$ cat src/rtl/cpu_pkg.sv
// Shared CPU constants and types for the register-file scan reader.
package cpu_pkg;
    localparam int W        = 8;
    localparam int AW       = 3;
    localparam int LR_INDEX = 7;

    typedef enum logic [1:0] {
        IDLE,
        READ,
        SEND,
        DONE
    } scan_state_t;

    function automatic logic [AW-1:0] next_addr(input logic [AW-1:0] a);
        return a + 1'b1;
    endfunction
endpackage

$ cat src/rtl/reg_scan_reader_if.sv
// Valid/ready stream of (address, data, last) words from the scan reader.
interface reg_scan_reader_if;
    import cpu_pkg::*;

    logic          out_valid;
    logic          out_ready;
    logic [AW-1:0] out_addr;
    logic [W-1:0]  out_data;
    logic          out_last;

    modport master (
        output out_valid,
        output out_addr,
        output out_data,
        output out_last,
        input  out_ready
    );

    modport slave (
        input  out_valid,
        input  out_addr,
        input  out_data,
        input  out_last,
        output out_ready
    );
endinterface

$ cat src/rtl/reg_scan_reader_en_reg.sv
// Generic load-enable register with asynchronous active-high clear.
module en_reg #(
    parameter int WIDTH = 8
) (
    input  logic             clk,
    input  logic             reset,
    input  logic             en,
    input  logic [WIDTH-1:0] d,
    output logic [WIDTH-1:0] q
);
    always_ff @(posedge clk or posedge reset) begin
        if (reset)   q <= '0;
        else if (en) q <= d;
    end
endmodule

$ cat src/rtl/reg_scan_reader.sv
// Walks a register-file address range on a dedicated read port and
// streams the captured (address, data) pairs over a valid/ready link.
module reg_scan_reader
    import cpu_pkg::*;
(
    input  logic                     clk,
    input  logic                     reset,
    input  logic                     start,
    input  logic                     abort,
    input  logic [AW-1:0]            lo_addr,
    input  logic [AW-1:0]            hi_addr,
    output logic [AW-1:0]            rf_addr,
    input  logic [W-1:0]             rf_data,
    reg_scan_reader_if.master        stream,
    output logic                     busy,
    output logic                     done
);
    localparam int CW = 1 + AW + W;

    scan_state_t   state_q, state_d;
    logic [AW-1:0] cur_q;
    logic [AW-1:0] hi_q;
    logic [AW-1:0] rf_addr_q;
    logic          hs;
    logic          cap_en;
    logic [CW-1:0] cap_d;
    logic [CW-1:0] cap_q;

    assign hs     = (state_q == SEND) && stream.out_ready;
    assign cap_en = (state_q == READ) && !abort;
    assign cap_d  = {cur_q == hi_q, cur_q, rf_data};

    always_ff @(posedge clk or posedge reset) begin
        if (reset) state_q <= IDLE;
        else        state_q <= state_d;
    end

    always_comb begin
        state_d = state_q;
        unique case (state_q)
            IDLE: if (start) state_d = READ;
            READ: state_d = SEND;
            SEND: begin
                if (hs) state_d = stream.out_last ? DONE : READ;
            end
            DONE: state_d = IDLE;
            default: state_d = IDLE;
        endcase
        if (abort && state_q != IDLE) state_d = IDLE;
    end

    always_ff @(posedge clk or posedge reset) begin
        if (reset) begin
            cur_q <= '0;
            hi_q  <= '0;
        end else if (state_q == IDLE && start) begin
            cur_q <= lo_addr;
            hi_q  <= hi_addr;
        end else if (hs && !stream.out_last && !abort) begin
            cur_q <= next_addr(cur_q);
        end
    end

    // Read port select shows cur during READ and keeps its last value after.
    always_ff @(posedge clk or posedge reset) begin
        if (reset)                 rf_addr_q <= '0;
        else if (state_q == READ)  rf_addr_q <= cur_q;
    end

    assign rf_addr = (state_q == READ) ? cur_q : rf_addr_q;

    en_reg #(.WIDTH(CW)) u_cap (
        .clk   (clk),
        .reset (reset),
        .en    (cap_en),
        .d     (cap_d),
        .q     (cap_q)
    );

    assign stream.out_last  = cap_q[CW-1];
    assign stream.out_addr  = cap_q[W +: AW];
    assign stream.out_data  = cap_q[W-1:0];
    assign stream.out_valid = (state_q == SEND);

    assign busy = (state_q != IDLE);
    assign done = (state_q == DONE);
endmodule

$ cat src/flat_wrapper.sv
// flat-port wrapper written by rule: the top's interface ports become plain ports
module reg_scan_reader_flat import cpu_pkg::*;
  (clk, reset, start, abort, lo_addr, hi_addr, rf_addr, rf_data, busy, done, stream_out_valid, stream_out_addr, stream_out_data, stream_out_last, stream_out_ready);
  reg_scan_reader_if stream_i ();
  input  logic clk;
  input  logic reset;
  input  logic start;
  input  logic abort;
  input  logic [AW-1:0] lo_addr;
  input  logic [AW-1:0] hi_addr;
  output logic [AW-1:0] rf_addr;
  input  logic [W-1:0] rf_data;
  output logic busy;
  output logic done;
  output wire logic [$bits(stream_i.out_valid)-1:0] stream_out_valid;
  output wire logic [$bits(stream_i.out_addr)-1:0] stream_out_addr;
  output wire logic [$bits(stream_i.out_data)-1:0] stream_out_data;
  output wire logic [$bits(stream_i.out_last)-1:0] stream_out_last;
  input wire logic [$bits(stream_i.out_ready)-1:0] stream_out_ready;
  assign stream_out_valid = stream_i.out_valid;
  assign stream_out_addr = stream_i.out_addr;
  assign stream_out_data = stream_i.out_data;
  assign stream_out_last = stream_i.out_last;
  assign stream_i.out_ready = stream_out_ready;
  reg_scan_reader u_core (.clk(clk), .reset(reset), .start(start), .abort(abort), .lo_addr(lo_addr), .hi_addr(hi_addr), .rf_addr(rf_addr), .rf_data(rf_data), .stream(stream_i), .busy(busy), .done(done));
endmodule
$ cat config.mk
export PLATFORM = sky130hd
export DESIGN_NAME = reg_scan_reader_flat
export DESIGN_NICKNAME = d
export VERILOG_FILES = /design/src/rtl/cpu_pkg.sv /design/src/rtl/reg_scan_reader_if.sv /design/src/rtl/reg_scan_reader_en_reg.sv /design/src/rtl/reg_scan_reader.sv /design/src/flat_wrapper.sv
export SDC_FILE = /design/constraint.sdc
export NUM_CORES = 1
export LEC_CHECK = 0
export CAP_MARGIN = 20
export CORE_MARGIN = 2
export CORE_UTILIZATION = 44
export DETAILED_ROUTE_END_ITERATION = 10
export GPL_TIMING_DRIVEN = 0
export PLACE_DENSITY = 0.83
export SETUP_SLACK_MARGIN = 0.5
export SLEW_MARGIN = 20
export SYNTH_ARGS = -nofsm -noshare
export SYNTH_HDL_FRONTEND = slang
export SYNTH_HIERARCHICAL = 1
export SYNTH_SLANG_ARGS = --single-unit
$ cat constraint.sdc
create_clock -name clk -period 1.9 [get_ports clk]
set_clock_uncertainty 0.05 [all_clocks]
set_input_delay 0.285 -clock clk [delete_from_list [all_inputs] [get_ports clk]]
set_output_delay 0.285 -clock clk [all_outputs]
set_load 0.05 [all_outputs]
==> impl_metrics.json, run 1 <==
{
  "netlist_area_um2": 1110,
  "rows": 18,
  "hold_class": "in -> async",
  "ys_ff_latch": 23,
  "grt_overflow": 0,
  "clockRootBuffer": "clkbuf_4",
  "grt_max_degree": 14,
  "syn_nets": 97,
  "start_util_pct": 45.8,
  "h-tree-depth": 1,
  "leakagePower_nw": 0.788,
  "powerDensity_nw_per_um2": 1460,
  "end_kind": "primary output",
  "tightest_slew_ns": 0.449,
  "die_h_um": 54.3,
  "max_slew_margin_pct": 70.0,
  "gp_congestion": 0.736,
  "antenna_found_initial": 0,
  "finalMaxSlewViolations": 0,
  "crit_type": "reg -> out",
  "wl_per_cell_um": 16.3,
  "ys_types": 28,
  "required_ns": 1.56,
  "syn_inst": 77,
  "grt_use_total_pct": 19.0,
  "ios": 37,
  "yosysWarnings": 6,
  "finalCriticalPeriod_ns": 1.83,
  "cts_inserted_buffers": 3,
  "drt-pass1-iter-count": 4,
  "fin_hold_ws_ns": 0.263,
  "avgSynthCellArea_um2": 14.5,
  "ant_nets": 0,
  "drive_gt1_share_pct": 49.2,
  "drt_iter0_markers": 7,
  "setup_viol": 0,
  "numClockSinks": 23,
  "first_global_vias": 850,
  "routed_wl_um": 2610,
  "maxCapViolCount": 0,
  "peakVddDrop_mv": 1.22,
  "fillers": 180,
  "critPathLaunchType": "flop",
  "critPathArrivalTime_ns": 1.50,
  "areaGrowthSynthToFinish_pct": 50.2,
  "cts_tree": "built",
  "finish.utilization_pct": 68.8,
  "clkTransAtPathRegs_ns": 0.12,
  "hold_viol": 0,
  "cp_max_fo": 5,
  "die_area_um2": 2950,
  "rsz0062_at_grt": "true",
  "cts_buffer_depth": 2,
  "status": "completed",
  "ctsHoldBuffers": 0,
  "die_x_um": 54.3,
  "ys_seq_area_share_pct": 51.6,
  "fin_crit_sh_pct": 96.4,
  "vias": 820,
  "portBuffers": 36,
  "dp_hpwl_um": 1690,
  "nNetsFinal": 151,
  "diodes": 0,
  "clock_latency_ns": 0.30,
  "timing.fmax_mhz": 546,
  "grt_pass1_wl_um": 3910,
  "drt-vias-per-instance": 5.13,
  "drcViolationCount": 0,
  "core_area_um2": 2430
}
[path summary, 6_finish.rpt]
path / start / endpoint / slack [ns] / depth (start not counted)
max: u_core/state_q[0] / rf_addr[0] / 0.07 / 4
min: reset / u_core/u_cap/q[8] / 0.26 / 2
max reg2reg: u_core/state_q[1] / u_core/u_cap/q[3] / 0.29 / 5
min reg2reg: u_core/u_cap/q[6] / u_core/u_cap/q[6] / 0.47 / 1
max in group asynchronous: reset / u_core/state_q[1] / 1.20 / 2
min in group clk: u_core/u_cap/q[6] / u_core/u_cap/q[6] / 0.47 / 1
[per-layer routing]
metal  share of wire [%]  up-vias  global-route usage (%)  wire length (um)
li1                    -      381                       -                 -
met1                  41      392                    23.2              1070
met2                  48       41                    31.3              1260
met3                 8.4        6                    4.92               220
met4                 2.3        0                    9.17                59
met5                   0        -                       0                 0
[cells in the mapped netlist, drive strengths merged]
| master | n | area share [%] |
|---|---|---|
| ha | 1 | 1.1 |
| buf | 2 | 1.5 |
| nand3 | 1 | 0.45 |
| nand4bb | 1 | 1.0 |
| o22a | 3 | 2.4 |
| a21oi | 4 | 1.8 |
| and2b | 1 | 0.90 |
| and4bb | 2 | 2.2 |
| nor2b | 2 | 1.3 |
| nand3b | 1 | 0.67 |
| or2 | 1 | 0.79 |
| nand4 | 1 | 0.56 |
| xor2 | 3 | 2.4 |
| nor3 | 1 | 0.45 |
| a2bb2oi | 1 | 0.79 |
| mux2 | 18 | 24 |
| inv | 4 | 1.3 |
| o211ai | 1 | 0.67 |
| and2 | 1 | 0.67 |
| nor2 | 3 | 2.5 |
| nand2b | 2 | 1.3 |
| dfrtp | 23 | 52 |
[kinds of logic after synthesis]
| logic type | after synthesis | synth area share (%) |
|---|---|---|
| AOI/OAI and AO/OA | 9 | 5.61 |
| xor gates and xnor gates | 3 | 2.36 |
| adders and majority gates | 1 | 1.12 |
| buffers and inverters | 6 | 2.80 |
| DFF | 23 | 51.6 |
| muxes | 18 | 23.6 |
| and+or+nand+nor | 17 | 12.9 |
[worst max-delay path, stage by stage (launching register included)]
cell	delay, ns
dfrtp_1	0.42
buf_6	0.13
and2b_4	0.18
mux2_4	0.31
buf_6	0.15
[metrics by stage]
step / instance area, um^2 / std cells / worst slack (ns) / power [mW] / setup TNS [ns]
global route: 1670 / 160 / 0.00535 / 2.57 / 0
floorplan: 1130 / 77 / 0.388 / 1.77 / 0
CTS: 1620 / 154 / 0.0557 / 2.42 / 0
global placement: 1520 / 143 / -0.207 / 2.16 / -0.614
detailed placement: 1520 / 143 / -0.219 / 2.20 / -0.641
finish: 1670 / 160 / 0.0678 / 2.44 / 0
[sequential cells by signal (all words and copies together) (netlist names)]
name              flops
u_core/cur_q          3
u_core/state_q        2
u_core/hi_q           3
u_core/u_cap/q       12
u_core/rf_addr_q      3
[power breakdown]
| group | switching (mW) | internal, mW | leakage, nW |
|---|---|---|---|
| registers | 0.133 | 0.674 | 0.269 |
| clock network | 0.138 | 0.0786 | 0.0177 |
| logic | 0.830 | 0.588 | 0.501 |
| total | 1.10 | 1.34 | 0.788 |
[area by class of cell]
| type | instances | area, um^2 | area share [%] |
|---|---|---|---|
| multi-input cells | 48 | 533 | 31.8 |
| plain buffers | 2 | 26.3 | 1.57 |
| clock inverters | 1 | 5.00 | 0.299 |
| clock buffers | 3 | 22.5 | 1.35 |
| well taps | 30 | 37.5 | 2.24 |
| flip-flops and latches | 23 | 577 | 34.5 |
| repair buffers | 49 | 458 | 27.4 |
| inverters | 4 | 15.0 | 0.897 |
[timing repair]
item | 4_1_cts | 5_1_grt
endpoints found under the setup margin | 30 | 29
gates resized for setup | 99 | 20
pin swaps | 0 | 2
cloned | 1 | 0
setup buffers | 6 | 6
[layout by cell type (no fill, tap or decap)]
cell type,count
mux2_4,18
buf_6,11
nor2_8,1
buf_4,6
dfrtp_2,1
o211ai_1,1
nand4bb_1,1
clkinv_2,1
and2b_4,1
a2bb2oi_1,1
and4bb_1,2
and2_2,1
xor2_1,3
a21oi_1,4
inv_2,1
nor2_1,2
clkdlybuf4s50_1,18
o22a_1,3
or2_4,1
dfrtp_1,22
buf_16,1
nand2b_4,1
nand3_1,1
nor3_1,1
nand3b_1,1
clkbuf_4,4
buf_2,11
buf_8,3
inv_1,3
ha_1,1
nor2b_4,2
nand4_1,1
nand2b_1,1
Note: power is estimated with default switching activity, not from simulation.
==> run 2, diff against run 1 <==
- CORE_MARGIN: 2 -> 1.5
- CORE_UTILIZATION: 44 -> 45
- PLACE_DENSITY: 0.83 -> 0.85
- clock period: 1.9 -> 2.4 ns (I/O delays scaled with it)
==> impl_metrics.json, run 2 (synthesis results as in run 1) <==
{
  "fin_crit_sh_pct": 81.0,
  "finalMaxSlewViolations": 0,
  "maxCapViolCount": 0,
  "dp_hpwl_um": 1670,
  "fillers": 179,
  "diodes": 0,
  "final_cells": 147,
  "clock_latency_ns": 0.31,
  "h-tree-depth": 1,
  "finalCriticalPeriod_ns": 1.94,
  "gp_congestion": 0.807,
  "grt_use_total_pct": 18.2,
  "powerDensity_nw_per_um2": 1200,
  "vias": 732,
  "drt_iter0_markers": 4,
  "core_area_um2": 2280,
  "areaGrowthSynthToFinish_pct": 40.0,
  "ant_nets": 0,
  "drt-pass1-iter-count": 4,
  "nNetsFinal": 140,
  "crit_type": "reg -> out",
  "routed_wl_um": 2240,
  "grt_pass1_wl_um": 3490,
  "cp_max_fo": 5,
  "grt_max_degree": 13,
  "drt-vias-per-instance": 4.98,
  "wl_per_cell_um": 15.2,
  "total_power_mw": 1.87,
  "rsz0062_at_grt": "true",
  "timing.fmax_mhz": 515,
  "clkTransAtPathRegs_ns": 0.11,
  "end_kind": "primary output",
  "ios": 37,
  "leakagePower_nw": 0.736,
  "dp.cells": 141,
  "drive_gt1_share_pct": 32.8,
  "route.met2.wl_um": 1090,
  "max_slew_margin_pct": 66.3,
  "antenna_found_initial": 0,
  "regMostFlops": "u_core/u_cap/q",
  "setup_viol": 0,
  "die_h_um": 52.8,
  "hold_class": "in -> async",
  "hold_viol": 0,
  "start_util_pct": 49.0,
  "tightest_slew_ns": 0.504,
  "drcViolationCount": 0,
  "cts_inserted_buffers": 3,
  "numClockSinks": 23,
  "top_layer_used": "met4",
  "wl_met3_um": 155,
  "die_area_um2": 2790,
  "rows": 17,
  "final_cell_mix": "dfrtp_1, clkdlybuf4s50_1, mux2_4",
  "clockRootBuffer": "clkbuf_4",
  "first_global_vias": 780,
  "cts_tree": "built",
  "status": "completed",
  "grt_overflow": 0,
  "required_ns": 1.99,
  "portBuffers": 36,
  "finish.utilization_pct": 68.6,
  "critPathLaunchType": "flop",
  "largest_reg_flops": 12,
  "peakVddDrop_mv": 1.20,
  "met1_length_um": 948,
  "critPathArrivalTime_ns": 1.53,
  "cts_buffer_depth": 2,
  "die_x_um": 52.8,
  "fin_tns_setup_ns": 0,
  "layout_commonest_cell": "dfrtp_1"
}
-- run 2: changes by cell type in the layout (fill, tap and decap cells not counted), sizes merged --
cell	delta
dlygate4sd2	+9
clkinv	-1
dlymetal6s2s	+3
buf	-25
clkdlybuf4s15	+2
clkbuf	+1
-- run 2: path summary, 6_finish.rpt --
kind                                     startpoint                  end  slack (ns)  cells after the start
worst max-delay path              u_core/state_q[1]           rf_addr[0]        0.46                      3
worst min-delay path                          reset      u_core/cur_q[2]        0.31                      2
worst max register to register    u_core/state_q[1]    u_core/u_cap/q[7]        0.67                      4
worst min register to register  u_core/rf_addr_q[1]  u_core/rf_addr_q[1]        0.46                      1
max in group asynchronous                     reset    u_core/state_q[1]        1.68                      2
min in group clk                u_core/rf_addr_q[1]  u_core/rf_addr_q[1]        0.46                      1
-- run 2: metrics by stage --
stage	worst slack [ns]	hold slack (ns)	instance area, um^2
2_1_floorplan	0.778	0.162	1110
3_3_place_gp	0.229	0.429	1510
3_5_place_dp	0.222	0.432	1510
4_1_cts	0.417	0.308	1550
5_1_grt	0.392	0.341	1560
6_report	0.457	0.306	1560
-- run 2: final cells by class --
class | instances | area, um^2 | area share [%]
buffer | 2 | 22.5 | 1.44
clock buffer | 4 | 26.3 | 1.68
inverter | 4 | 15.0 | 0.962
multi-input combinational | 48 | 508 | 32.6
sequential | 23 | 577 | 37.0
tap | 28 | 35.0 | 2.25
timing repair buffer | 38 | 377 | 24.1
-- run 2: where the power goes --
group,total (mW),switching [mW],internal (mW)
Combinational,1.06,0.625,0.434
Clock,0.173,0.108,0.0650
Sequential,0.635,0.102,0.534
-- run 2: repair_timing --
| action | 4_1_cts | 5_1_grt |
|---|---|---|
| hold buffers | 0 | 0 |
| hold endpoints to repair | 0 | 0 |
| resized for setup | 40 | 6 |
| setup buffers | 2 | 0 |
| endpoints found under the setup margin | 15 | 7 |
-- run 2: critical path, stage by stage, from the launching register on --
cell and delay [ns]:
dfrtp_2 0.45, and2b_4 0.30, mux2_4 0.32, buf_8 0.15
-- run 2: metal layers --
metal	up-vias	GRT usage, %
met2	33	31.0
met1	337	21.4
li1	358	-
met5	-	0
met4	0	10.3
met3	4	3.14
